[src/rtl/imem_loader_if.sv]
// Byte-stream input and imem write port of the boot loader.
// The host side drives the stream; the loader side drives the imem write port.
interface imem_loader_if #(parameter int ADDR_W = 8);
    logic              in_valid;
    logic [7:0]        in_data;
    logic              in_ready;
    logic              imem_we;
    logic [ADDR_W-1:0] imem_waddr;
    logic [15:0]       imem_wdata;

    modport master (
        output in_valid, in_data,
        input  in_ready, imem_we, imem_waddr, imem_wdata
    );

    modport slave (
        input  in_valid, in_data,
        output in_ready, imem_we, imem_waddr, imem_wdata
    );
endinterface

[src/rtl/imem_loader.sv]
// Boot-time imem writer: parses a length/data/checksum byte frame, writes
// big-endian 16-bit words from address 0, and holds the core until a clean load.
module imem_loader #(
    parameter int ADDR_W = 8
) (
    input  logic        clk,
    input  logic        rst,
    input  logic        start,
    imem_loader_if.slave bus,
    output logic        cpu_hold,
    output logic        busy,
    output logic        done,
    output logic        err,
    output logic [1:0]  err_code
);
    localparam logic [16:0] MAX_WORDS = 17'(2 ** ADDR_W);

    typedef enum logic [3:0] {
        ST_IDLE, ST_LEN_HI, ST_LEN_LO, ST_DATA_HI, ST_DATA_LO,
        ST_CSUM_HI, ST_CSUM_LO, ST_DONE, ST_ERROR
    } state_t;

    state_t          state, next_state;
    logic [7:0]      hi_byte;
    logic [15:0]     len;
    logic [ADDR_W:0] idx;
    logic [15:0]     sum;

    logic        accept;
    logic [15:0] pair;
    logic        start_go;
    logic        wr;
    logic        last_word;

    function automatic logic rx_state(state_t s);
        return s inside {ST_LEN_HI, ST_LEN_LO, ST_DATA_HI, ST_DATA_LO,
                         ST_CSUM_HI, ST_CSUM_LO};
    endfunction

    always_ff @(posedge clk) begin
        if (!rst) state <= ST_IDLE;
        else      state <= next_state;
    end

    always_comb begin
        next_state = state;
        start_go   = 1'b0;
        wr         = 1'b0;
        accept     = bus.in_valid && bus.in_ready;
        // every byte pair (length, data word, checksum) is hi byte then current byte
        pair       = {hi_byte, bus.in_data};
        last_word  = (17'(idx) + 17'd1) == {1'b0, len};
        case (state)
            ST_IDLE, ST_DONE, ST_ERROR: begin
                if (start) begin
                    next_state = ST_LEN_HI;
                    start_go   = 1'b1;
                end
            end
            ST_LEN_HI:  if (accept) next_state = ST_LEN_LO;
            ST_LEN_LO: begin
                if (accept) begin
                    if ({1'b0, pair} > MAX_WORDS) next_state = ST_ERROR;
                    else if (pair == 16'd0)       next_state = ST_CSUM_HI;
                    else                          next_state = ST_DATA_HI;
                end
            end
            ST_DATA_HI: if (accept) next_state = ST_DATA_LO;
            ST_DATA_LO: begin
                if (accept) begin
                    wr         = 1'b1;
                    next_state = last_word ? ST_CSUM_HI : ST_DATA_HI;
                end
            end
            ST_CSUM_HI: if (accept) next_state = ST_CSUM_LO;
            ST_CSUM_LO: begin
                if (accept) next_state = (pair == sum) ? ST_DONE : ST_ERROR;
            end
            default: next_state = ST_IDLE;
        endcase
    end

    always_ff @(posedge clk) begin
        if (!rst) begin
            bus.in_ready   <= 1'b0;
            bus.imem_we    <= 1'b0;
            bus.imem_waddr <= '0;
            bus.imem_wdata <= '0;
            cpu_hold       <= 1'b1;
            busy           <= 1'b0;
            done           <= 1'b0;
            err            <= 1'b0;
            err_code       <= 2'd0;
            hi_byte        <= '0;
            len            <= '0;
            idx            <= '0;
            sum            <= '0;
        end else begin
            // ready and busy cover exactly the same states
            bus.in_ready <= rx_state(next_state);
            busy         <= rx_state(next_state);
            bus.imem_we  <= wr;

            if (accept && (state inside {ST_LEN_HI, ST_DATA_HI, ST_CSUM_HI}))
                hi_byte <= bus.in_data;
            if (accept && state == ST_LEN_LO)
                len <= pair;

            if (start_go) begin
                idx            <= '0;
                sum            <= '0;
                bus.imem_waddr <= '0;
                cpu_hold       <= 1'b1;
                done           <= 1'b0;
                err            <= 1'b0;
                err_code       <= 2'd0;
            end

            if (wr) begin
                bus.imem_waddr <= idx[ADDR_W-1:0];
                bus.imem_wdata <= pair;
                sum            <= sum + pair;
                idx            <= idx + 1'b1;
            end

            if (next_state == ST_ERROR && state != ST_ERROR) begin
                err      <= 1'b1;
                err_code <= (state == ST_LEN_LO) ? 2'd1 : 2'd2;
            end

            if (next_state == ST_DONE && state == ST_CSUM_LO) begin
                done     <= 1'b1;
                cpu_hold <= 1'b0;
            end
        end
    end
endmodule
[src/flat_wrapper.sv]
// flat-port wrapper written by rule: the top's interface ports become plain ports
module imem_loader_flat 
#(
    parameter int ADDR_W = 8
)
  (clk, rst, start, cpu_hold, busy, done, err, err_code, bus_in_valid, bus_in_data, bus_in_ready, bus_imem_we, bus_imem_waddr, bus_imem_wdata);
  imem_loader_if #(.ADDR_W(ADDR_W)) bus_i ();
  input  logic clk;
  input  logic rst;
  input  logic start;
  output logic cpu_hold;
  output logic busy;
  output logic done;
  output logic err;
  output logic [1:0] err_code;
  input wire logic [$bits(bus_i.in_valid)-1:0] bus_in_valid;
  input wire logic [$bits(bus_i.in_data)-1:0] bus_in_data;
  output wire logic [$bits(bus_i.in_ready)-1:0] bus_in_ready;
  output wire logic [$bits(bus_i.imem_we)-1:0] bus_imem_we;
  output wire logic [$bits(bus_i.imem_waddr)-1:0] bus_imem_waddr;
  output wire logic [$bits(bus_i.imem_wdata)-1:0] bus_imem_wdata;
  assign bus_i.in_valid = bus_in_valid;
  assign bus_i.in_data = bus_in_data;
  assign bus_in_ready = bus_i.in_ready;
  assign bus_imem_we = bus_i.imem_we;
  assign bus_imem_waddr = bus_i.imem_waddr;
  assign bus_imem_wdata = bus_i.imem_wdata;
  imem_loader #(.ADDR_W(ADDR_W)) u_core (.clk(clk), .rst(rst), .start(start), .bus(bus_i), .cpu_hold(cpu_hold), .busy(busy), .done(done), .err(err), .err_code(err_code));
endmodule
[config.mk]
export PLATFORM = sky130hd
export DESIGN_NAME = imem_loader_flat
export DESIGN_NICKNAME = d
export VERILOG_FILES = /design/src/rtl/imem_loader_if.sv /design/src/rtl/imem_loader.sv /design/src/flat_wrapper.sv
export SDC_FILE = /design/constraint.sdc
export NUM_CORES = 1
export LEC_CHECK = 0
export CAP_MARGIN = 30
export CORE_MARGIN = 2
export CORE_UTILIZATION = 25
export CTS_BUF_LIST = sky130_fd_sc_hd__clkbuf_4 sky130_fd_sc_hd__clkbuf_8 sky130_fd_sc_hd__clkbuf_16
export DETAILED_ROUTE_END_ITERATION = 10
export DONT_BUFFER_PORTS = 1
export GPL_TIMING_DRIVEN = 0
export HOLD_SLACK_MARGIN = 0.08
export PLACE_DENSITY = 0.43
export SYNTH_ARGS = -nofsm -noshare
export SYNTH_HDL_FRONTEND = slang
export SYNTH_SLANG_ARGS = --single-unit
export TNS_END_PERCENT = 5
[constraint.sdc]
create_clock -name clk -period 3.2 [get_ports clk]
set_input_delay 0.16 -clock clk [delete_from_list [all_inputs] [get_ports clk]]
set_output_delay 0.16 -clock clk [all_outputs]
set_load 0.005 [all_outputs]
; ---- Yosys cells after proc, flatten, opt, wreduce, memory -nomap -nowiden
; Index checks and enable logic that the tools add are counted.
[totals]
latchBits = 0
regBits = 84
wordCells = 79
mem_count = 0
mem_bits_rw = 0
rom_bits = 0
[op_classes]
shifts = 0
eq_ne = 19
n_lt_le_gt_ge = 1
n_reduce_logical = 13
muxes = 30
bitwise = 0
div = 0
n_mul = 0
addsub = 3
[ops]
columns = operator, count
row1 = $mux W4, 9
row2 = $eq A4 B3 Y1 const B, 8
row3 = $mux W16, 2
row4 = $pmux W4 S7, 1
row5 = $mux W9, 2
row6 = $eq A17 B16 Y1, 1
row7 = $add A16 B16 Y16, 1
row8 = $eq A16 B16 Y1, 1
row9 = $eq A4 B2 Y1 const B, 4
row10 = $gt A16 B9 Y1 const B, 1
row11 = $logic_not A16 Y1, 1
row12 = $mux W8, 2
row13 = $add A9 B1 Y10 const B, 1
row14 = $add A9 B1 Y9 const B, 1
row15 = $mux W1, 9
row16 = $eq A4 B1 Y1 const B, 2
row17 = $eq A4 B4 Y1 const B, 2
row18 = $mux W2, 3
row19 = $mux W3, 2
row20 = $reduce_bool A2 Y1, 3
row21 = $reduce_bool A6 Y1, 1
row22 = $logic_and A1 B1 Y1, 5
row23 = $logic_not A4 Y1, 1
row24 = $ne A4 B4 Y1 const B, 1
row25 = 2 further kinds, 2

; ---- Logic depth before layout (Yosys ltp)
[logic_depth]
word_depth = 8
depth_mapped = 10

; ---- Worst setup path before layout
; OpenSTA, ideal clock, no wires.
[synth_timing]
kind = flip-flop to flip-flop
startpoint = register u_core.sum[0]
endpoint = register u_core.sum[14]
synth_period_minus_slack_ps = 2594
stages_incl_launch_ff = 11
t_arrival_ps = 2478
setup_ps = 116
path_slack_ps = 606
path_buffers = 0
cell_sequence = dfxtp_1 -> ha_1 -> fa_1 -> a21oi_1 -> nor2b_1 -> o31a_1 -> o41ai_2 -> o221ai_1 -> o41ai_1 -> mux2i_1 -> a41o_1
[synth_between]
elab_chain_len = 2
[synth_rtl]
columns = item, line_no
row1 = start: declaration, imem_loader.sv:27  ; logic [15:0] sum;
row2 = start signal: assignment, imem_loader.sv:122  ; sum <= sum + pair;
row3 = $add A16 B16 Y16, imem_loader.sv:122
row4 = $mux W16, imem_loader.sv:119  ; if (wr) begin
; No other way between the ends.
; A chain may end at the register's enable or synchronous reset.

; ---- Worst setup path after layout
[layout_timing]
startpoint = register u_core.hi_byte[0]
endpoint = register u_core.state[3]
[layout_between]
elab_chain_len = 4
elab_cells_between_ends = 7
cone_classes = order compare (1) / eq/ne (1) / mux (5)
[layout_rtl]
columns = item, line_no
row1 = start: declaration, imem_loader.sv:24  ; logic [7:0] hi_byte;
row2 = start signal: assignment, imem_loader.sv:105  ; hi_byte <= bus.in_data;
row3 = $gt A16 B9 Y1 / $eq A16 B16 Y1 (equally long branches), "imem_loader.sv:63, imem_loader.sv:77"
row4 = $mux W4 (on tied branches), "imem_loader.sv:63, imem_loader.sv:77"
row5 = $mux W4 (on tied branches), "imem_loader.sv:62, imem_loader.sv:77"
row6 = $pmux W4 S7 *, imem_loader.sv:53  ; case (state)
row7 = end signal: assignment, imem_loader.sv:42  ; else state <= next_state;
row8 = end: declaration, imem_loader.sv:23  ; state_t state, next_state;
; Mark *: on every way between the ends. The rest lies on a longest branch, timed or not.

==> flow_metrics.py <==
metrics = {
    "yosys": {
        "synth.distinct_cells": 55,
        "syn_area_um2": 4290,
        "yosysSeqAreaShare_pct": 39.2,
        "yosys_warnings": 0,
        "synth.avg_cell_area_um2": 8.40,
        "synth_top_cell_area_share_pct": 39.2,
        "synthCells": 511,
        "yosys_register_bits": 84,
        "synthFlopType": "dfxtp_1",
        "synth_fp_nets": 540,
        "ys_top_cells_by_area": "dfxtp_1 39%, nand2_1 7.7%, a21boi_0 6.5%",
        "synth_edf_count": 0,
        "synth_top_area_cell": "dfxtp_1",
        "synthArstFlopShare_pct": 0,
    },
    "timing": {
        "min_period_over_period_pct": 93.1,
        "timing.fmax_mhz": 336,
        "setup_tns_ns": 0,
        "fin_skew_ns": 0.00717,
        "rsz0062_at_grt": "false",
        "min_period_ns": 2.98,
        "slew_headroom_pct": 45.5,
        "tightestPinTransition_ns": 0.815,
        "drv_slew": 0,
        "report.final.hold_viol_count": 0,
        "setup_viol": 0,
    },
    "routing": {
        "num_vias": 3609,
        "viasPerCell": 4.77,
        "drt_iter0_drc": 208,
        "wl_um": 13000,
        "wl_per_cell_um": 17.1,
        "drcViolationCount": 0,
        "antenna_left": 0,
        "drtPass1Iterations": 4,
    },
    "clock_tree": {
        "cts_tree": "done",
        "cts-root-buf": "clkbuf_16",
        "cts.sinks": 84,
        "cts_max_level": 3,
        "clkTransAtPathRegs_ns": 0.06,
        "worstSkewPairLatency_ns": 0.34,
        "post_cts_buffers": 0,
        "clockBufferDepth": 2,
        "cts_buffers": 9,
    },
    "final_layout": {
        "seq_area_um2": 1680,
        "design_area_um2": 4930,
        "diodes": 0,
        "nNetsFinal": 560,
        "final_common_cell": "nand2_1",
        "final_cell_mix": "88 x nand2_1, 84 x dfxtp_1, 37 x a21boi_0, 28 x nor2_1",
        "drive_gt1_share_pct": 4.48,
        "nFillCells": 1820,
        "area_delta_synth_final_pct": 15.0,
        "multi_input_area_um2": 2480,
    },
    "global_routing": {
        "overflow": 0,
        "antenna_found_initial": 0,
        "grt_max_degree": 14,
        "grt_usage_pct": 14.9,
        "first_global_vias": 3591,
        "grt_pass1_wl_um": 20300,
    },
    "worst_setup_path": {
        "cp_max_fo": 7,
        "required_ns": 3.44,
        "crit_chain": "ha_1 > or4_1 > nor4_1 > and4_1 > nor2_1 > a21boi_0 > o21ai_0 > o211a_1",
        "cp_slowest_cell": "dfxtp_1",
        "cp-start-kind": "register",
        "crit_path_max_incr_delay_ns": 0.60,
        "critPathKind": "register to register",
        "crit_arrival_ns": 3.22,
        "path_buf_inv": 0,
        "worstSetupEndpointType": "register",
        "crit_family": "simple AND/OR/NAND/NOR gates",
    },
    "floorplan": {
        "die_h_um": 135,
        "start_util_pct": 25.7,
        "core_um2": 16700,
        "dieArea_um2": 18200,
        "rows": 47,
        "io_pins": 44,
        "die_w_um": 135,
    },
    "placed_design": {
        "place.gp.congestion": 0.809,
        "io_buffers": 0,
        "dp.final_hpwl_um": 9150,
        "place_area_um2": 4570,
    },
    "power": {
        "power_density_nw_per_um2": 439,
        "power.leakage_uw": 0.00181,
        "ir_worst_vdd_mv": 0.256,
    },
    "outcome": {
        "status": "completed",
    },
    "min_path": {
        "hold_class": "primary input to register",
    },
    "run": {
        "drv_cap": 0,
    },
}
layer usage:
layer / global-route usage (%) / wire length, µm / vias up
met4: 5.73 / 180 / 0
met1: 19.4 / 6100 / 1677
met3: 3.60 / 657 / 13
li1: - / - / 1841
met5: 0 / 0 / -
met2: 23.8 / 6010 / 78
worst paths after layout:
| check | from | to | slack (ns) | depth (start not counted) |
|---|---|---|---|---|
| max | u_core.hi_byte[0]$_SDFFE_PN0P_ | u_core.state[3]$_SDFF_PN0_ | 0.22 | 8 |
| min | bus_in_data[1] | u_core.sum[1]$_SDFFE_PN0P_ | 0.10 | 2 |
| max reg2reg | u_core.hi_byte[0]$_SDFFE_PN0P_ | u_core.state[3]$_SDFF_PN0_ | 0.22 | 8 |
| min reg2reg | u_core.len[9]$_SDFFE_PN0P_ | u_core.len[9]$_SDFFE_PN0P_ | 0.46 | 2 |
Yosys cell counts (2+ instances only):
cell type / n
o21a_1: 3
a211oi_1: 2
xor2_1: 8
and2_1: 10
buf_2: 2
xnor2_1: 18
a22o_1: 15
o21ai_0: 23
a21oi_1: 16
mux2i_1: 11
dfxtp_1: 84
nand4_1: 5
ha_1: 16
nand3b_1: 3
clkbuf_1: 25
o31a_1: 2
o22ai_1: 3
nor2_1: 28
nor3_1: 14
nor2b_1: 25
inv_1: 6
or4_1: 5
a22oi_1: 3
and3_1: 5
a211o_1: 2
nor4_1: 9
a21o_1: 3
nand3_1: 15
nand2_1: 88
a21boi_0: 37
logic make-up after synthesis:
group,count (synthesis),share of synthesized area (%)
compound gates,122,20.1
buf+inv,35,3.21
flops,84,39.2
simple gates,215,24.3
mux,12,2.83
fa+ha+maj,17,5.13
xor+xnor,26,5.30
metrics by stage:
stage / utilization (%) / total power, µW / setup WS, ns / instances / hold slack (ns)
after detailed placement: 27.4 / 1200 / 0.222 / 731 / 0.319
after global placement: 27.4 / 1200 / 0.227 / 731 / 0.310
after floorplan: - / 1160 / 0.606 / 511 / 0.305
after global routing: 29.5 / 2270 / 0.00829 / 756 / 0.122
after CTS: 29.5 / 2210 / 0.221 / 756 / 0.0860
final: 29.5 / 2170 / 0.220 / 756 / 0.104
registers in the layout, indices dropped and copies added, names as in the netlist, 2 cells and up:
name                   count
u_core.sum                16
u_core.idx                 9
u_core.hi_byte             8
u_core.err_code            2
u_core.len                16
u_core.bus.imem_wdata     16
u_core.bus.imem_waddr      8
u_core.state               4
power breakdown:
part           internal [µW]  switching (µW)  leakage [µW]
sequential              1050            6.51      0.000677
clock                    540             434      0.000140
combinational           52.1            83.5      0.000990
total                   1640             524       0.00181
final cells by class:
type | instances | area share [%]
Inverter | 6 | 0.456
Tap cell | 220 | 5.58
Timing Repair Buffer | 9 | 1.83
Clock buffer | 11 | 4.87
Clock inverter | 5 | 0.583
Multi-Input combinational cell | 392 | 50.3
Sequential cell | 84 | 34.1
Buffer | 29 | 2.33
what timing repair did:
action                     CTS  global route
hold buffers                 9             0
setup endpoints to repair    0             1
resized for setup            0             1
hold endpoints to repair    25             0
(Power assumes the default switching activity.)
